--- config.mk ---
export PLATFORM = sky130hd
export DESIGN_NAME = cart_mapper
export DESIGN_NICKNAME = d
export VERILOG_FILES = /design/src/rtl/cart_pkg.sv /design/src/rtl/cart_size_detect.sv /design/src/rtl/cart_mapper.sv
export SDC_FILE = /design/constraint.sdc
export NUM_CORES = 1
export LEC_CHECK = 0
export ABC_CLOCK_PERIOD_IN_PS = 3300
export CAP_MARGIN = 25
export CORE_ASPECT_RATIO = 1.5
export CORE_UTILIZATION = 49
export CTS_CLUSTER_DIAMETER = 40
export DETAILED_ROUTE_END_ITERATION = 16
export PLACE_DENSITY_LB_ADDON = 0.2
export SETUP_SLACK_MARGIN = 0.4
export SLEW_MARGIN = 20
export SYNTH_ARGS = -nofsm -noshare
export SYNTH_HDL_FRONTEND = slang
export SYNTH_SLANG_ARGS = --single-unit
--- constraint.sdc ---
create_clock -name clk_sys -period 3.3 [get_ports clk_sys]
set_input_delay 0.66 -clock clk_sys [delete_from_list [all_inputs] [get_ports clk_sys]]
set_output_delay 0.66 -clock clk_sys [all_outputs]
set_load 0.1 [all_outputs]
--- src/rtl/cart_pkg.sv ---
// Cartridge mapper shared definitions: mapper codes, hotspot bases,
// Superchip window limits and small helper functions.
package cart_pkg;

   typedef enum logic [2:0] {
      MAP_NONE4K = 3'd0,
      MAP_NONE2K = 3'd1,
      MAP_F8     = 3'd2,
      MAP_F6     = 3'd3,
      MAP_F4     = 3'd4,
      MAP_E0     = 3'd5
   } mapper_e;

   // Hotspot base addresses (CPU A12..A0)
   localparam logic [12:0] HS_F8 = 13'h1FF8;
   localparam logic [12:0] HS_F6 = 13'h1FF6;
   localparam logic [12:0] HS_F4 = 13'h1FF4;
   localparam logic [12:0] HS_E0 = 13'h1FE0;

   // Superchip windows: writes low half, reads high half
   localparam logic [12:0] SC_WR_LO = 13'h1000;
   localparam logic [12:0] SC_WR_HI = 13'h107F;
   localparam logic [12:0] SC_RD_LO = 13'h1080;
   localparam logic [12:0] SC_RD_HI = 13'h10FF;

   // Image size (highest loaded byte address) to auto-detected mapper
   function automatic logic [2:0] size_to_map(input logic [31:0] max_addr);
      if (max_addr < 32'h0800)      return 3'(MAP_NONE2K);
      else if (max_addr < 32'h1000) return 3'(MAP_NONE4K);
      else if (max_addr < 32'h2000) return 3'(MAP_F8);
      else if (max_addr < 32'h4000) return 3'(MAP_F6);
      else                          return 3'(MAP_F4);
   endfunction

   // Power-on bank: the last bank of the mapper
   function automatic logic [2:0] reset_bank(input mapper_e m);
      case (m)
         MAP_F8:  return 3'd1;
         MAP_F6:  return 3'd3;
         MAP_F4:  return 3'd7;
         default: return 3'd0;
      endcase
   endfunction

endpackage

--- src/rtl/cart_size_detect.sv ---
// Tracks the highest byte address written by the loader and registers the
// auto-detected mapper code from it. Not reset: loads happen while the CPU
// side is held in reset.
//   clk_sys   in   system clock
//   load_we   in   loader write strobe
//   load_addr in   loader byte address (address 0 restarts tracking)
//   auto_map  out  registered auto-detected mapper code
module cart_size_detect
   import cart_pkg::*;
#(
   parameter int unsigned ROM_AW = 15
) (
   input  logic              clk_sys,
   input  logic              load_we,
   input  logic [ROM_AW-1:0] load_addr,
   output logic [2:0]        auto_map
);

   logic [ROM_AW-1:0] max_q, max_d;
   logic [2:0]        auto_q, auto_d;

   // Max-address tracker; mapper is decoded from the updated max
   always_comb begin
      max_d  = max_q;
      auto_d = auto_q;
      if (load_we) begin
         if (load_addr == '0)
            max_d = '0;
         else if (load_addr > max_q)
            max_d = load_addr;
         auto_d = size_to_map(32'(max_d));
      end
   end

   always_ff @(posedge clk_sys) begin
      max_q  <= max_d;
      auto_q <= auto_d;
   end

   assign auto_map = auto_q;

endmodule

--- src/rtl/cart_mapper.sv ---
// Cartridge bank-switching mapper (NONE2K/NONE4K/F8/F6/F4, optional E0)
// with Superchip RAM window decode.
// Optional feature macro: CART_MAPPER_E0_EN compiles in E0 (1K slices).
//   clk_sys, reset          clock, synchronous active-high reset
//   cpu_ena/addr/rnw        CPU bus cycle strobe, A12..A0, direction
//   sc_en                   Superchip RAM enable
//   mode_ovr                0 = auto-detect, else forced mapper code
//   load_we/load_addr       loader writes (feed size detection)
//   rom_addr                banked ROM address (combinational)
//   sc_rd/sc_we/sc_addr     Superchip read hit, write strobe, RAM address
//   mapper, bank            active mapper code, current (seg-0) bank
module cart_mapper
   import cart_pkg::*;
#(
   parameter int unsigned ROM_AW = 15,
   parameter int unsigned SC_AW  = 7
) (
   input  logic              clk_sys,
   input  logic              reset,
   input  logic              cpu_ena,
   input  logic [12:0]       cpu_addr,
   input  logic              cpu_rnw,
   input  logic              sc_en,
   input  logic [2:0]        mode_ovr,
   input  logic              load_we,
   input  logic [ROM_AW-1:0] load_addr,
   output logic [ROM_AW-1:0] rom_addr,
   output logic              sc_rd,
   output logic              sc_we,
   output logic [SC_AW-1:0]  sc_addr,
   output logic [2:0]        mapper,
   output logic [2:0]        bank
);

   logic [2:0] auto_map;
   logic [2:0] map_raw;
   mapper_e    map_e, map_prev_q;
   logic [2:0] bank_q, bank_d, bank_m;
   logic       sc_act, sc_wr_hit, sc_rd_hit, hs_cycle;
   logic [31:0] rom_w;
`ifdef CART_MAPPER_E0_EN
   logic [2:0] seg0_q, seg0_d, seg1_q, seg1_d, seg2_q, seg2_d, seg_sel;
`endif

   cart_size_detect #(.ROM_AW(ROM_AW)) u_size (
      .clk_sys  (clk_sys),
      .load_we  (load_we),
      .load_addr(load_addr),
      .auto_map (auto_map)
   );

   // Effective mapper; unsupported codes fall back to NONE4K
   always_comb begin
      map_raw = (mode_ovr != 3'd0) ? mode_ovr : auto_map;
      map_e   = MAP_NONE4K;
      case (map_raw)
         3'd1:    map_e = MAP_NONE2K;
         3'd2:    map_e = MAP_F8;
         3'd3:    map_e = MAP_F6;
         3'd4:    map_e = MAP_F4;
`ifdef CART_MAPPER_E0_EN
         3'd5:    map_e = MAP_E0;
`endif
         default: map_e = MAP_NONE4K;
      endcase
   end

   assign mapper = 3'(map_e);

   // Superchip decode; a window hit suppresses hotspot handling
   assign sc_act    = sc_en && (map_e == MAP_F8 || map_e == MAP_F6 || map_e == MAP_F4);
   assign sc_wr_hit = sc_act && cpu_addr >= SC_WR_LO && cpu_addr <= SC_WR_HI;
   assign sc_rd_hit = sc_act && cpu_addr >= SC_RD_LO && cpu_addr <= SC_RD_HI;
   assign sc_rd     = sc_rd_hit;
   assign sc_we     = cpu_ena && sc_wr_hit && !cpu_rnw && !reset;
   assign sc_addr   = cpu_addr[SC_AW-1:0];
   assign hs_cycle  = cpu_ena && cpu_addr[12] && !sc_wr_hit && !sc_rd_hit;

   // Bank next-state: reset, then mapper change, then hotspot
   always_comb begin
      bank_d = bank_q;
`ifdef CART_MAPPER_E0_EN
      seg0_d = seg0_q;
      seg1_d = seg1_q;
      seg2_d = seg2_q;
`endif
      if (reset || map_e != map_prev_q) begin
         bank_d = reset_bank(map_e);
`ifdef CART_MAPPER_E0_EN
         seg0_d = 3'd4;
         seg1_d = 3'd5;
         seg2_d = 3'd6;
`endif
      end else if (hs_cycle) begin
         case (map_e)
            MAP_F8:
               if (cpu_addr >= HS_F8 && cpu_addr <= HS_F8 + 13'd1)
                  bank_d = 3'(cpu_addr - HS_F8);
            MAP_F6:
               if (cpu_addr >= HS_F6 && cpu_addr <= HS_F6 + 13'd3)
                  bank_d = 3'(cpu_addr - HS_F6);
            MAP_F4:
               if (cpu_addr >= HS_F4 && cpu_addr <= HS_F4 + 13'd7)
                  bank_d = 3'(cpu_addr - HS_F4);
`ifdef CART_MAPPER_E0_EN
            MAP_E0: begin
               if (cpu_addr >= HS_E0 && cpu_addr <= HS_E0 + 13'd7)
                  seg0_d = cpu_addr[2:0];
               else if (cpu_addr >= HS_E0 + 13'd8 && cpu_addr <= HS_E0 + 13'd15)
                  seg1_d = cpu_addr[2:0];
               else if (cpu_addr >= HS_E0 + 13'd16 && cpu_addr <= HS_E0 + 13'd23)
                  seg2_d = cpu_addr[2:0];
            end
`endif
            default: ;
         endcase
      end
   end

   always_ff @(posedge clk_sys) begin
      map_prev_q <= map_e;
      bank_q     <= bank_d;
`ifdef CART_MAPPER_E0_EN
      seg0_q     <= seg0_d;
      seg1_q     <= seg1_d;
      seg2_q     <= seg2_d;
`endif
   end

   // Bank masked to the mapper's bank-count width
   always_comb begin
      case (map_e)
         MAP_F8:  bank_m = {2'b00, bank_q[0]};
         MAP_F6:  bank_m = {1'b0, bank_q[1:0]};
         MAP_F4:  bank_m = bank_q;
         default: bank_m = 3'd0;
      endcase
   end

`ifdef CART_MAPPER_E0_EN
   always_comb begin
      case (cpu_addr[11:10])
         2'd0:    seg_sel = seg0_q;
         2'd1:    seg_sel = seg1_q;
         2'd2:    seg_sel = seg2_q;
         default: seg_sel = 3'd7;
      endcase
   end
   assign bank = (map_e == MAP_E0) ? seg0_q : bank_m;
`else
   assign bank = bank_m;
`endif

   // Banked ROM address, unused upper bits zero
   always_comb begin
      case (map_e)
         MAP_NONE2K:                rom_w = {21'd0, cpu_addr[10:0]};
         MAP_F8, MAP_F6, MAP_F4:    rom_w = {17'd0, bank_m, cpu_addr[11:0]};
`ifdef CART_MAPPER_E0_EN
         MAP_E0:                    rom_w = {19'd0, seg_sel, cpu_addr[9:0]};
`endif
         default:                   rom_w = {20'd0, cpu_addr[11:0]};
      endcase
   end

   assign rom_addr = ROM_AW'(rom_w);

endmodule
# Word level (Yosys, flattened, before mapping)
# Index checks and enable logic that the tools add are counted.
# Widths: inputs -> output; s select.
[op_classes] magnitude_cmp=14 eq_ne=12 reduce_logical=29 mux=17 n_addsub=3
[op_table] op="$ge 13x13->1 const B" n=5
[op_table] op="$le 13x13->1 const B" n=4
[op_table] op="$mux 15" n=3
[op_table] op="$pmux 15 s2" n=1
[op_table] op="$pmux 3 s3" n=3
[op_table] op="$mux 3" n=7
[op_table] op="$gt 15x15->1" n=1
[op_table] op="$logic_not 15->1" n=1
[op_table] op="$lt 15x12->1 const B" n=1
[op_table] op="$lt 15x13->1 const B" n=1
[op_table] op="$lt 15x14->1 const B" n=1
[op_table] op="$lt 15x15->1 const B" n=1
[op_table] op="$logic_and 1x1->1" n=14
[op_table] op="$eq 3x2->1 const B" n=4
[op_table] op="$pmux 3 s4" n=1
[op_table] op="$ne 3x1->1 const B" n=3
[op_table] op="$eq 3x1->1 const B" n=2
[op_table] op="$eq 3x3->1 const B" n=2
[op_table] op="$reduce_or 3->1" n=2
[op_table] op="$sub 3x3->3 const B" n=2
[op_table] op="$reduce_and 5->1" n=1
[op_table] op="$logic_not 1->1" n=4
[op_table] op="$reduce_bool 4->1" n=1
[op_table] op="$logic_or 1x1->1" n=3
[op_table] op="7 further kinds" n=7
[word_totals] ff_bits=24

# Depth between registers and ports, before layout
# Gate-level depths: netlist (run 1).
[logic_depth] ltp_word=15 depth_mapped=10 mapped_depth_nobuf=7

# By module
# Synthesis (run 1) repeated with hierarchy kept, for this count alone.
[hier_totals] hier_cells=238 hier_area_um2=2227.1
[modules_own_cells] mod="cart_size_detect" cells_per_inst=133 area_each_um2=1353.8 instances=1 seq_area_each_um2=540.5
[modules_own_cells] mod="cart_mapper" cells_per_inst=105 area_each_um2=873.3 instances=1 seq_area_each_um2=150.1

# Worst setup path after synthesis (run 1)
# Ideal clock, no wire load.
[synth_timing] path_type="input -> output" startpoint="in mode_ovr[1]" endpoint="out rom_addr[11]" arrival_ns=4.674 cell_stages=3 t_required_ns=2.640 path_buffers=0 setup_slack_ns=-2.034 path_cell_list="or3b_2 a21oi_1 a21boi_0"
[synth_via] elab_chain_cells=7
[synth_rtl] element="start: declaration" line_no="cart_mapper.sv:24" rtl="input logic [2:0] mode_ovr,"
[synth_rtl] element="$reduce_bool 3->1" line_no="cart_mapper.sv:54" rtl="map_raw = (mode_ovr != 3'd0) ? mode_ovr : auto_map;"
[synth_rtl] element="$mux 3 (*)" line_no="cart_mapper.sv:54"
[synth_rtl] element="$eq 3x3->1 (tied with other cells)" line_no="cart_mapper.sv:56" rtl="case (map_raw)"
[synth_rtl] element="$pmux 3 s4 (*)" line_no="cart_mapper.sv:56"
[synth_rtl] element="via mapper[0]" line_no="cart_mapper.sv:31" rtl="output logic [2:0] mapper,"
[synth_rtl] element="$eq 3x2->1 / $eq 3x3->1 (equally long branches)" line_no="cart_mapper.sv:156" rtl="case (map_e)"
[synth_rtl] element="$reduce_or 3->1" line_no="cart_mapper.sv:156"
[synth_rtl] element="$pmux 15 s2 (*)" line_no="cart_mapper.sv:156"
[synth_rtl] element="end: declaration" line_no="cart_mapper.sv:27" rtl="output logic [ROM_AW-1:0] rom_addr,"
# Mark *: on every way through the listed nets, which the timed path passes. The rest lies on a longest branch.

# Final worst setup path (run 1)
[layout_timing] startpoint="in load_addr[0]" endpoint="reg u_size.max_q[12] (data pin)"
[layout_via] elab_chain_cells=4
[layout_rtl] element="start: declaration" line_no="cart_mapper.sv:26" rtl="input logic [ROM_AW-1:0] load_addr,"
[layout_rtl] element="$gt 15x15->1" line_no="cart_size_detect.sv:29" rtl="else if (load_addr > max_q)"
[layout_rtl] element="$mux 15" line_no="cart_size_detect.sv:29"
[layout_rtl] element="$mux 15 (*)" line_no="cart_size_detect.sv:27" rtl="if (load_addr == '0)"
[layout_rtl] element="$mux 15 (*)" line_no="cart_size_detect.sv:26" rtl="if (load_we) begin"
[layout_rtl] element="end signal: assignment" line_no="cart_size_detect.sv:36" rtl="max_q <= max_d;"
[layout_rtl] element="end: declaration" line_no="cart_size_detect.sv:19" rtl="logic [ROM_AW-1:0] max_q, max_d;"
# Mark *: on every way between the ends. The rest lies on a longest branch, timed or not. The select of a mux whose other input is x is not followed.
# A chain may end at the register's enable or synchronous reset.

==> metrics.yaml, run 1 <==
run_status:
  status: "complete, no violations"
yosys:
  syn_area_per_cell_um2: 9.07
  netlist_area_mm2: 0.00241
  synthFlopType: "edfxtp_1"
  synth-seq-cells: 24
  netlist_instances: 266
  synthArstFlopShare_pct: 0
  synth_warnings: 0
  syn_nets: 322
  synth_edf_count: 21
  yosysUniqueCellTypes: 52
  seq_area_frac_synth_pct: 28.6
worst_setup_path:
  r2r_start: "u_size.max_q[12]"
  crit_arrival_ns: 2.96
  crit_end: "u_size.max_q[12]"
  reg2reg_to: "u_size.auto_map[2]"
  crit_type: "in2reg"
  start_kind: "primary input"
  cp_data_required_time_ns: 3.30
  worstSetupEndpointType: "register"
  crit_fanout: 10
  cp-startpoint: "load_addr[0]"
  worst-r2r-cell-count: 8
  regToRegSetupSlack_ns: 0.74
floorplan:
  ios: 67
  start_util_pct: 52.3
  num_rows: 30
  die_area_mm2: 0.00522
  die_height_um: 88.0
  die_width_um: 59.3
  coreArea_mm2: 0.00462
detailed_routing:
  via_count: 2498
  drtAntennaViolNets: 0
  wl_per_cell_um: 18.4
  dr.pass1.iters: 4
  wl_um: 7330
  drc: 0
  viasPerCell: 6.26
  drt_iter0_drc: 132
grt:
  grt_pass1_vias: 2422
  grt_pass1_wl_um: 11100
  met3_usage_pct: 2.66
  grt_use_met1_pct: 28.0
  antenna_found_initial: 0
  grt_busiest_layer: "met2"
  grt_start_max_net_pins: 19
  grt_overflow_total: 0
  grt.total_usage_pct: 27.7
  use_met2_pct: 53.8
power:
  p_clk_share_pct: 7.9
  power_frac_comb_pct: 67.7
  switching_share_pct: 46.3
  pwr-share-seq_pct: 24.4
  intPower_mw: 1.39
  p_leak_nw: 1.46
  switching_power_mw: 1.20
  finalPower_mw: 2.59
  p_per_area_mw_per_mm2: 709
  peakVddDrop_uv: 500
layout:
  layout.nets: 392
  layout.cells.non_filler: 399
  num-fill-cells: 289
  final_area_mm2: 0.00364
  syn_to_final_growth_pct: 51.0
  drive_gt1_share_pct: 37.3
  antenna_cells: 0
clock_network:
  cts-root-buf: "clkbuf_8"
  htree_levels: 1
  cts_buffers: 3
  clk_latency_ns: 0.27
  cts_tree: "yes"
  clockBufferDepth: 2
  path_clk_slew_ns: 0.08
  ctsHoldBuffers: 0
  cts_num_sinks: 24
sta:
  finalCritPeriodShare_pct: 89.5
  worst_pin_slew_ns: 0.878
  skew_ns: 0.00495
  final-hold-violation-count: 0
  finalSetupViolCount: 0
  slew_viol_final: 0
  slew_headroom_pct: 41.3
  fin_setup_tns_ns: 0
  period_needed_ns: 2.95
  fin_ws_ns: 0.347
  rsz0062_at_grt: "no"
  max_freq_mhz: 339
placement:
  dp.cells: 390
  dp_hpwl_um: 5270
  pre_cts_slack_ns: 0.0283
  gp_congestion: 0.917
  portBuffers: 66
  place_area_mm2: 0.00331
min_path:
  hold_class: "reg2reg"
run:
  max_cap_viol_count: 0
## state kept, by name, indices dropped and copies added (netlist names)
name	flops
map_prev_q	3
u_size.auto_map	3
bank_q	3
u_size.max_q	15
## how the worst min path moves through the flow
stage | from | end | slack, ns | cells after the start
2_1_floorplan | u_size.max_q[0] | u_size.max_q[0] | 0.60 | 2
3_3_place_gp | u_size.max_q[0] | u_size.max_q[0] | 0.65 | 2
3_5_place_dp | u_size.max_q[0] | u_size.max_q[0] | 0.67 | 2
4_1_cts | u_size.max_q[0] | u_size.max_q[0] | 0.69 | 2
5_1_grt | u_size.max_q[1] | u_size.max_q[1] | 0.76 | 2
6_report | u_size.max_q[0] | u_size.max_q[0] | 0.69 | 2
## cell type report
type / count / area, µm² / area share [%]
well taps: 64 / 80.1 / 2.20
multi-input cells: 182 / 1710 / 46.9
inverters: 24 / 90.1 / 2.47
repair buffers: 101 / 1020 / 28.0
clock buffers: 4 / 55.1 / 1.51
flip-flops and latches: 24 / 691 / 18.9
## per-layer routing
metal / wire [µm] / up-vias
li1: - / 1161
met1: 2570 / 1184
met2: 4070 / 125
met3: 438 / 28
met4: 257 / 0
met5: 0 / -
## synth_stat cells (2+ instances only)
cell type | instances | area (µm²)
a21oi_1 | 20 | 100
ha_1 | 19 | 238
a21boi_0 | 3 | 22.5
clkbuf_1 | 7 | 26.3
or4_1 | 4 | 30.0
nand2_1 | 5 | 18.8
nor4_1 | 2 | 12.5
o31ai_1 | 3 | 22.5
buf_6 | 3 | 33.8
a211oi_1 | 3 | 22.5
nor2b_1 | 4 | 25.0
o21ai_0 | 7 | 35.0
edfxtp_1 | 21 | 631
inv_1 | 24 | 90.1
dfxtp_1 | 3 | 60.1
and4_1 | 2 | 17.5
buf_2 | 4 | 20.0
o41ai_2 | 10 | 163
o211ai_1 | 6 | 45.0
nor2_1 | 11 | 41.3
nor3b_1 | 2 | 15.0
nor3_1 | 6 | 30.0
o311ai_1 | 11 | 96.3
xnor2_1 | 4 | 35.0
mux2i_1 | 2 | 20.0
nand3_1 | 16 | 80.1
buf_4 | 21 | 158
a31oi_1 | 12 | 75.1
nand4_1 | 6 | 37.5
and2_1 | 3 | 18.8
## per-stage QoR
stage | hold slack [ns] | utilization (%)
floorplan | 0.603 | -
global placement | 0.652 | 71.7
detailed placement | 0.666 | 71.7
CTS | 0.685 | 74.3
global route | 0.755 | 78.9
finish | 0.689 | 78.9
## critical path, stage by stage
cell             delay (ns)
clkdlybuf4s50_1        0.53
inv_1                  0.08
ha_1                   0.29
nand3_1                0.07
or4_4                  0.56
and2_1                 0.21
buf_4                  0.19
a31oi_2                0.21
o311ai_1               0.15
## power by group through the flow
stage	registers (mW)	logic (mW)	clock network, mW
floorplan	0.600	1.12	0
global placement	0.628	1.45	0
detailed placement	0.632	1.50	0
CTS	0.626	1.55	0.208
global route	0.642	1.88	0.215
finish	0.630	1.75	0.205
## timing repair
| item | in CTS | in global routing |
|---|---|---|
| setup endpoints to repair | 19 | 21 |
| pin swaps | 4 | 16 |
| resized for setup | 13 | 30 |
| buffers inserted | 3 | 2 |
| gates cloned | 0 | 0 |
## logic make-up after synthesis
family | share of synthesized area (%)
compound gates | 28.6
simple gates | 17.0
buf+inv | 13.7
flops | 28.6
fa+ha+maj | 9.85
xor+xnor | 1.45
mux | 0.829
## placed cells by master (no fill, tap or decap), types with 2 or more instances in the layout
| cell type | synthesis | routed |
|---|---|---|
| o31ai_1 | 3 | 3 |
| buf_6 | 3 | 2 |
| o41ai_2 | 10 | 11 |
| dlygate4sd2_1 | 0 | 2 |
| dlymetal6s2s_1 | 0 | 7 |
| nor3b_1 | 2 | 2 |
| nor3_1 | 6 | 5 |
| o311ai_1 | 11 | 11 |
| a21boi_0 | 3 | 2 |
| o211ai_1 | 6 | 6 |
| nor2b_4 | 0 | 4 |
| mux2i_1 | 2 | 2 |
| xnor2_1 | 4 | 4 |
| ha_1 | 19 | 14 |
| a211oi_1 | 3 | 2 |
| and2_1 | 3 | 2 |
| edfxtp_1 | 21 | 21 |
| nand4_1 | 6 | 6 |
| clkdlybuf4s50_1 | 0 | 27 |
| dfxtp_1 | 3 | 3 |
| or4_4 | 1 | 4 |
| a31oi_4 | 0 | 2 |
| buf_12 | 0 | 12 |
| nor2_1 | 11 | 9 |
| a31oi_2 | 0 | 8 |
| a211oi_2 | 1 | 2 |
| o21ai_0 | 7 | 5 |
| nand3_1 | 16 | 16 |
| a21oi_1 | 20 | 19 |
| inv_1 | 24 | 23 |
| nor2_4 | 0 | 2 |
| ha_4 | 0 | 5 |
| nand2_1 | 5 | 5 |
| buf_4 | 21 | 51 |
| clkbuf_8 | 0 | 4 |
| a31oi_1 | 12 | 2 |
Note: power is estimated with default switching activity, not from simulation.
==> run 2: changes to the inputs <==
--- a/config.mk
+++ b/config.mk
@@ -11,9 +11,9 @@
 export CORE_UTILIZATION = 49
 export CTS_CLUSTER_DIAMETER = 40
 export DETAILED_ROUTE_END_ITERATION = 16
+export GPL_TIMING_DRIVEN = 0
 export PLACE_DENSITY_LB_ADDON = 0.2
 export SETUP_SLACK_MARGIN = 0.4
-export SLEW_MARGIN = 20
 export SYNTH_ARGS = -nofsm -noshare
 export SYNTH_HDL_FRONTEND = slang
 export SYNTH_SLANG_ARGS = --single-unit
==> run 2 against run 1 <==
Compared with the run above: combinational power is 7% lower; clock power increased by 31%; die area did not move; utilization fell by 3.9 points; setup slack better by 0.080 ns; non-clock buffer count increased by 8; register-to-register slack got worse by 0.14 ns; cell area shrank 4.9%; critical endpoint is now sc_addr[3]; clock skew about the same; via count is 1.4% higher; routed wire length shrank 4.4%; count of clock-buffer cells in the layout fell by 1.
==> metrics.yaml, run 2 (synthesized netlist as in run 1, its figures left out) <==
clock_network:
  ctsHoldBuffers: 0  # unchanged
  clk_latency_ns: 0.28  # was 0.27 ns
  path_clk_slew_ns: 0.09  # was 0.08 ns
  cts_tree: "yes"  # unchanged
  cts_num_sinks: 24  # unchanged
  clockBufferDepth: 2  # unchanged
  cts-root-buf: "clkbuf_8"  # unchanged
  htree_levels: 1  # unchanged
  cts_buffers: 3  # unchanged
layout:
  layout.nets: 400  # was 392
  layout_common_cells: "30 x buf_4, 30 x dlygate4sd2_1, 22 x inv_1, 21 x edfxtp_1, 18 x a21oi_1"  # was 51 x buf_4, 27 x clkdlybuf4s50_1, 23 x inv_1, 21 x edfxtp_1, 19 x a21oi_1
  drive_gt1_share_pct: 28.6  # was 37.3%
  fin_util_pct: 75.0  # was 78.9%
  syn_to_final_growth_pct: 43.5  # was 51.0%
  max_flop_register: "u_size.max_q"  # unchanged
  largest_register_ffs: 15  # unchanged
  antenna_cells: 0  # unchanged
sta:
  finalCritPeriodShare_pct: 87.1  # was 89.5%
  skew_ns: 0.00515  # was 0.00495 ns
  rsz0062_at_grt: "yes"  # was no
  fin_setup_tns_ns: 0  # unchanged
  slew_headroom_pct: 36.6  # was 41.3%
  max_freq_mhz: 348  # was 339 MHz
  final-hold-violation-count: 0  # unchanged
  finalSetupViolCount: 0  # unchanged
  holdWs_ns: 0.646  # was 0.689 ns
  slew_viol_final: 0  # unchanged
  period_needed_ns: 2.87  # was 2.95 ns
  worst_pin_slew_ns: 0.955  # was 0.878 ns
grt:
  grt_start_max_net_pins: 19  # unchanged
  grt.total_usage_pct: 27.6  # was 27.7%
  antenna_found_initial: 0  # unchanged
  grt_overflow_total: 0  # unchanged
  grt_pass1_vias: 2348  # was 2422
  grt_pass1_wl_um: 10900  # was 11100 µm
run_status:
  status: "complete, no violations"  # unchanged
worst_setup_path:
  worst-r2r-cell-count: 9  # was 8
  reg2reg_to: "u_size.auto_map[0]"  # was u_size.auto_map[2]
  regToRegSetupSlack_ns: 0.60  # was 0.74 ns
  worstSetupEndpointType: "primary output"  # was register
  crit_arrival_ns: 2.21  # was 2.96 ns
  start_kind: "primary input"  # unchanged
  crit_fanout: 6  # was 10
  r2r_start: "u_size.max_q[12]"  # unchanged
  crit_type: "in2out"  # was in2reg
  cp_data_required_time_ns: 2.64  # was 3.30 ns
run:
  max_cap_viol_count: 0  # unchanged
floorplan:
  num_rows: 30  # unchanged
  die_area_mm2: 0.00522  # unchanged
  die_height_um: 88.0  # unchanged
  coreArea_mm2: 0.00462  # unchanged
  die_width_um: 59.3  # unchanged
  ios: 67  # unchanged
  start_util_pct: 52.3  # unchanged
detailed_routing:
  drtAntennaViolNets: 0  # unchanged
  drc: 0  # unchanged
  via_count: 2532  # was 2498
  dr.pass1.iters: 5  # was 4
  viasPerCell: 6.22  # was 6.26
  wl_per_cell_um: 17.2  # was 18.4 µm
  drt_iter0_drc: 145  # was 132
  wl_um: 7010  # was 7330 µm
min_path:
  worstHoldStart: "u_size.auto_map[2]"  # was u_size.max_q[0]
  min_path_cells: 2  # unchanged
  hold_class: "reg2reg"  # unchanged
  min_to: "map_prev_q[1]"  # was u_size.max_q[0]
power:
  peakVddDrop_uv: 579  # was 500 µV
  p_leak_nw: 1.44  # was 1.46 nW
  p_per_area_mw_per_mm2: 726  # was 709 mW/mm²
placement:
  dp_hpwl_um: 5100  # was 5270 µm
  gp_congestion: 1.02  # was 0.917
  portBuffers: 66  # unchanged
==> run 2: cell count changes in the layout (fill, tap and decap cells not counted), moves of 8 or more <==
cell and delta:
clkdlybuf4s50_1 -10, a31oi_2 -8, buf_12 -9, buf_4 -21
dlygate4sd2_1 +28, a31oi_1 +10
==> run 2: area by class of cell <==
class | count | area [µm²]
Buffer | 36 | 260
Clock buffer | 3 | 41.3
Clock inverter | 1 | 30.0
Fill cell | 349 | 1150
Inverter | 24 | 90.1
Multi-Input combinational cell | 182 | 1580
Sequential cell | 24 | 691
Tap cell | 64 | 80.1
Timing Repair Buffer | 73 | 689
==> run 2: worst max path at each step <==
stage	from	slack, ns	cells after the start	endpoint
finish	cpu_addr[3]	0.43	3	sc_addr[3]
global route	load_addr[12]	0.37	9	u_size.auto_map[2]
CTS	mode_ovr[0]	0.40	8	sc_rd
detailed placement	mode_ovr[1]	-0.95	6	rom_addr[13]
global placement	mode_ovr[1]	-0.92	6	bank[1]
floorplan	mode_ovr[1]	0.36	3	rom_addr[11]
==> run 2: where the power goes <==
part / total (mW) / switching, mW / internal, mW
logic: 1.62 / 0.956 / 0.668
clock network: 0.269 / 0.106 / 0.163
registers: 0.623 / 0.0899 / 0.533
total: 2.52 / 1.15 / 1.36
==> run 2: what timing repair did <==
action | in CTS | in global routing
setup buffers | 4 | 3
gates resized for setup | 116 | 17
pin swaps | 9 | 7
setup endpoints to repair | 48 | 22
endpoints found under the hold margin | 0 | 0
==> run 2: per-stage QoR <==
| step | setup slack (ns) | cell area (µm²) | cells | total power [mW] |
|---|---|---|---|---|
| floorplan | 0.359 | 2510 | 266 | 1.72 |
| global placement | -0.916 | 3260 | 396 | 2.05 |
| detailed placement | -0.946 | 3260 | 396 | 2.10 |
| CTS | 0.402 | 3420 | 404 | 2.46 |
| global route | 0.375 | 3460 | 407 | 2.66 |
| finish | 0.427 | 3460 | 407 | 2.52 |
==> run 2: per-layer routing <==
layer,share of wire (%),track usage [%],wire [µm]
met1,35,28.4,2470
met2,52,51.7,3630
met3,8.6,4.43,601
met4,4.4,14.3,306
met5,0,0,0
==> run 2: critical path, stage by stage <==
cell and delay, ns:
clkdlybuf4s50_1 0.57, buf_4 0.14, dlygate4sd2_1 0.84
==> run 3: changes to the inputs <==
==> constraint.sdc (replaced) <==
create_clock -name clk_sys -period 3.3 [get_ports clk_sys]
set_input_delay 0.33 -clock clk_sys [delete_from_list [all_inputs] [get_ports clk_sys]]
set_output_delay 0.33 -clock clk_sys [all_outputs]
set_load 0.1 [all_outputs]
==> run 3 against run 2 <==
Compared with the run above: critical path depth is 4 higher; setup slack better by 0.013 ns; clock skew grew 0.0019 ns; die area unchanged; global-route usage is 1.0 points lower; flip-flop and latch count is the same; non-clock buffer count fell by 7; register-to-register slack lost 0.08 ns; utilization down 5.1 points.
==> metrics.yaml, run 3 (synthesized netlist as in run 1, its figures left out) <==
detailed_routing:
  dr.pass1.iters: 5  # unchanged
  wl_per_cell_um: 16.8  # was 17.2 µm
  drtAntennaViolNets: 0  # unchanged
  drc: 0  # unchanged
  wl_um: 6720  # was 7010 µm
  via_count: 2458  # was 2532
  viasPerCell: 6.15  # was 6.22
  drt_iter0_drc: 186  # was 145
placement:
  pre_cts_slack_ns: -0.397  # was -0.946 ns
  gp_congestion: 0.917  # was 1.02
  portBuffers: 66  # unchanged
  dp_hpwl_um: 5110  # was 5100 µm
floorplan:
  start_util_pct: 52.3  # unchanged
  die_width_um: 59.3  # unchanged
  num_rows: 30  # unchanged
  die_height_um: 88.0  # unchanged
  die_area_mm2: 0.00522  # unchanged
  coreArea_mm2: 0.00462  # unchanged
  ios: 67  # unchanged
worst_setup_path:
  cp-startpoint: "load_addr[13]"  # was cpu_addr[3]
  cp_top_family: "compound AO/OA/AOI/OAI gates"  # was buffers and inverters
  worst-r2r-cell-count: 7  # was 9
  start_kind: "primary input"  # unchanged
  worst-path-stages: 7  # was 3
  r2r_start: "u_size.max_q[12]"  # unchanged
  crit_arrival_ns: 2.88  # was 2.21 ns
  cp_common_cell: "o21ai_0"
  crit_fanout: 6  # unchanged
  slowest_delay_ns: 0.60  # was 0.84 ns
  path_buf_inv: 1  # was 3
  path_cells: "clkdlybuf4s50_1 -> ha_1 -> o21ai_0 -> o21ai_0 -> nor4_2 -> a21oi_1 -> a221o_1"  # was clkdlybuf4s50_1 -> buf_4 -> dlygate4sd2_1
  crit_end: "u_size.auto_map[1]"  # was sc_addr[3]
  crit_type: "in2reg"  # was in2out
  cp_slowest_cell: "nor4_2"  # was dlygate4sd2_1
  worstSetupEndpointType: "register"  # was primary output
  cp_data_required_time_ns: 3.32  # was 2.64 ns
  regToRegSetupSlack_ns: 0.52  # was 0.60 ns
  reg2reg_to: "u_size.auto_map[1]"  # was u_size.auto_map[0]
power:
  p_per_area_mw_per_mm2: 701  # was 726 mW/mm²
  pwr-share-seq_pct: 27.3  # was 24.8%
  p_leak_nw: 1.30  # was 1.44 nW
  finalPower_mw: 2.26  # was 2.52 mW
  switching_power_mw: 1.07  # was 1.15 mW
  intPower_mw: 1.19  # was 1.36 mW
  power_frac_comb_pct: 64.8  # was 64.6%
  switching_share_pct: 47.4  # was 45.8%
  p_clk_share_pct: 7.9  # was 10.7%
  peakVddDrop_uv: 502  # was 579 µV
layout:
  drive_gt1_share_pct: 19.6  # was 28.6%
  max_flop_register: "u_size.max_q"  # unchanged
  layout.nets: 393  # was 400
  syn_to_final_growth_pct: 33.7  # was 43.5%
  antenna_cells: 0  # unchanged
  largest_register_ffs: 15  # unchanged
  mostFrequentLayoutCell: "clkdlybuf4s50_1"
  layout_common_cells: "53 x clkdlybuf4s50_1, 24 x inv_1, 21 x buf_4, 21 x edfxtp_1"  # was 30 x buf_4, 30 x dlygate4sd2_1, 22 x inv_1, 21 x edfxtp_1, 18 x a21oi_1
grt:
  grt_overflow_total: 0  # unchanged
  grt_start_max_net_pins: 19  # unchanged
  grt_pass1_vias: 2379  # was 2348
  grt_pass1_wl_um: 10600  # was 10900 µm
  antenna_found_initial: 0  # unchanged
  grt.total_usage_pct: 26.5  # was 27.6%
clock_network:
  path_clk_slew_ns: 0.09  # about the same
  cts_resized: 31  # was 116
  htree_levels: 1  # unchanged
  clockBufferDepth: 2  # unchanged
  cts_setup_buffers: 0  # was 4
  cts-root-buf: "clkbuf_8"  # unchanged
  cts_buffers: 3  # unchanged
  cts_tree: "yes"  # unchanged
  ctsHoldBuffers: 0  # unchanged
  clk_latency_ns: 0.27  # was 0.28 ns
  cts_num_sinks: 24  # unchanged
sta:
  fin_ws_ns: 0.440  # was 0.427 ns
  finalSetupViolCount: 0  # unchanged
  slew_headroom_pct: 34.1  # was 36.6%
  rsz0062_at_grt: "yes"  # unchanged
  period_needed_ns: 2.86  # was 2.87 ns
  skew_ns: 0.00700  # was 0.00515 ns
  finalCritPeriodShare_pct: 86.7  # was 87.1%
  max_freq_mhz: 350  # was 348 MHz
  worst_pin_slew_ns: 0.985  # was 0.955 ns
  slew_viol_final: 0  # unchanged
  final-hold-violation-count: 0  # unchanged
run:
  max_cap_viol_count: 0  # unchanged
min_path:
  worstHoldStart: "load_addr[12]"  # was u_size.auto_map[2]
  hold_class: "in2reg"  # was reg2reg
run_status:
  status: "complete, no violations"  # unchanged
## run 3: cell types whose count changed in the layout (fill, tap and decap cells not counted), sizes merged
cell           change
clkdlybuf4s50     +36
dlygate4sd2       -25
buf               -12
clkdlybuf4s15      -3
dlymetal6s2s       -2
bufinv             -1
## run 3: how the worst min path moves through the flow
stage | slack [ns] | cells past startpoint | to
after floorplan | 0.44 | 0 | u_size.auto_map[0]
after global placement | 0.63 | 2 | map_prev_q[0]
after detailed placement | 0.64 | 2 | map_prev_q[1]
after CTS | 0.65 | 2 | map_prev_q[1]
after global routing | 0.62 | 3 | u_size.max_q[12]
final | 0.60 | 3 | u_size.max_q[12]
## run 3: area by class of cell
class	count	area, µm²
Sequential cell	24	691
Multi-Input combinational cell	182	1440
Buffer	36	244
Fill cell	402	1390
Clock buffer	4	45.0
Inverter	24	90.1
Timing Repair Buffer	66	641
Tap cell	64	80.1
## run 3: per-layer routing
metal  vias up  global-route usage (%)  part of all wire, %
met5         -                       0                    0
met4         0                    17.1                  5.1
met3        34                    2.81                  7.2
met2       152                    48.1                   52
met1      1112                    28.3                   35
li1       1160                       -                    -
## run 3: worst reg2reg max path, delay by kind of cell, from the launching register on
| kind | cells | cell delay [ns] |
|---|---|---|
| AO/OA/AOI/OAI | 4 | 1.11 |
| adder cells (fa/ha/maj) | 1 | 0.30 |
| buffers and inverters | 1 | 0.07 |
| flip-flops | 1 | 0.46 |
| AND/OR/NAND/NOR | 1 | 0.60 |
## run 3: power groups by stage
stage | clock [mW] | sequential, mW | combinational [mW]
2_1_floorplan | 0 | 0.594 | 1.10
3_3_place_gp | 0 | 0.618 | 1.40
3_5_place_dp | 0 | 0.622 | 1.44
4_1_cts | 0.184 | 0.615 | 1.45
5_1_grt | 0.195 | 0.633 | 1.58
6_report | 0.179 | 0.617 | 1.47
## run 3: metrics by stage
step	cells	hold slack, ns	area (µm²)	util (%)	setup TNS (ns)
final	400	0.598	3230	69.9	0
after global routing	400	0.618	3230	69.9	0
after CTS	400	0.646	3230	69.9	0
after detailed placement	396	0.638	3190	69.1	-1.25
after global placement	396	0.632	3190	69.1	-1.10
after floorplan	266	0.442	2450	-	0
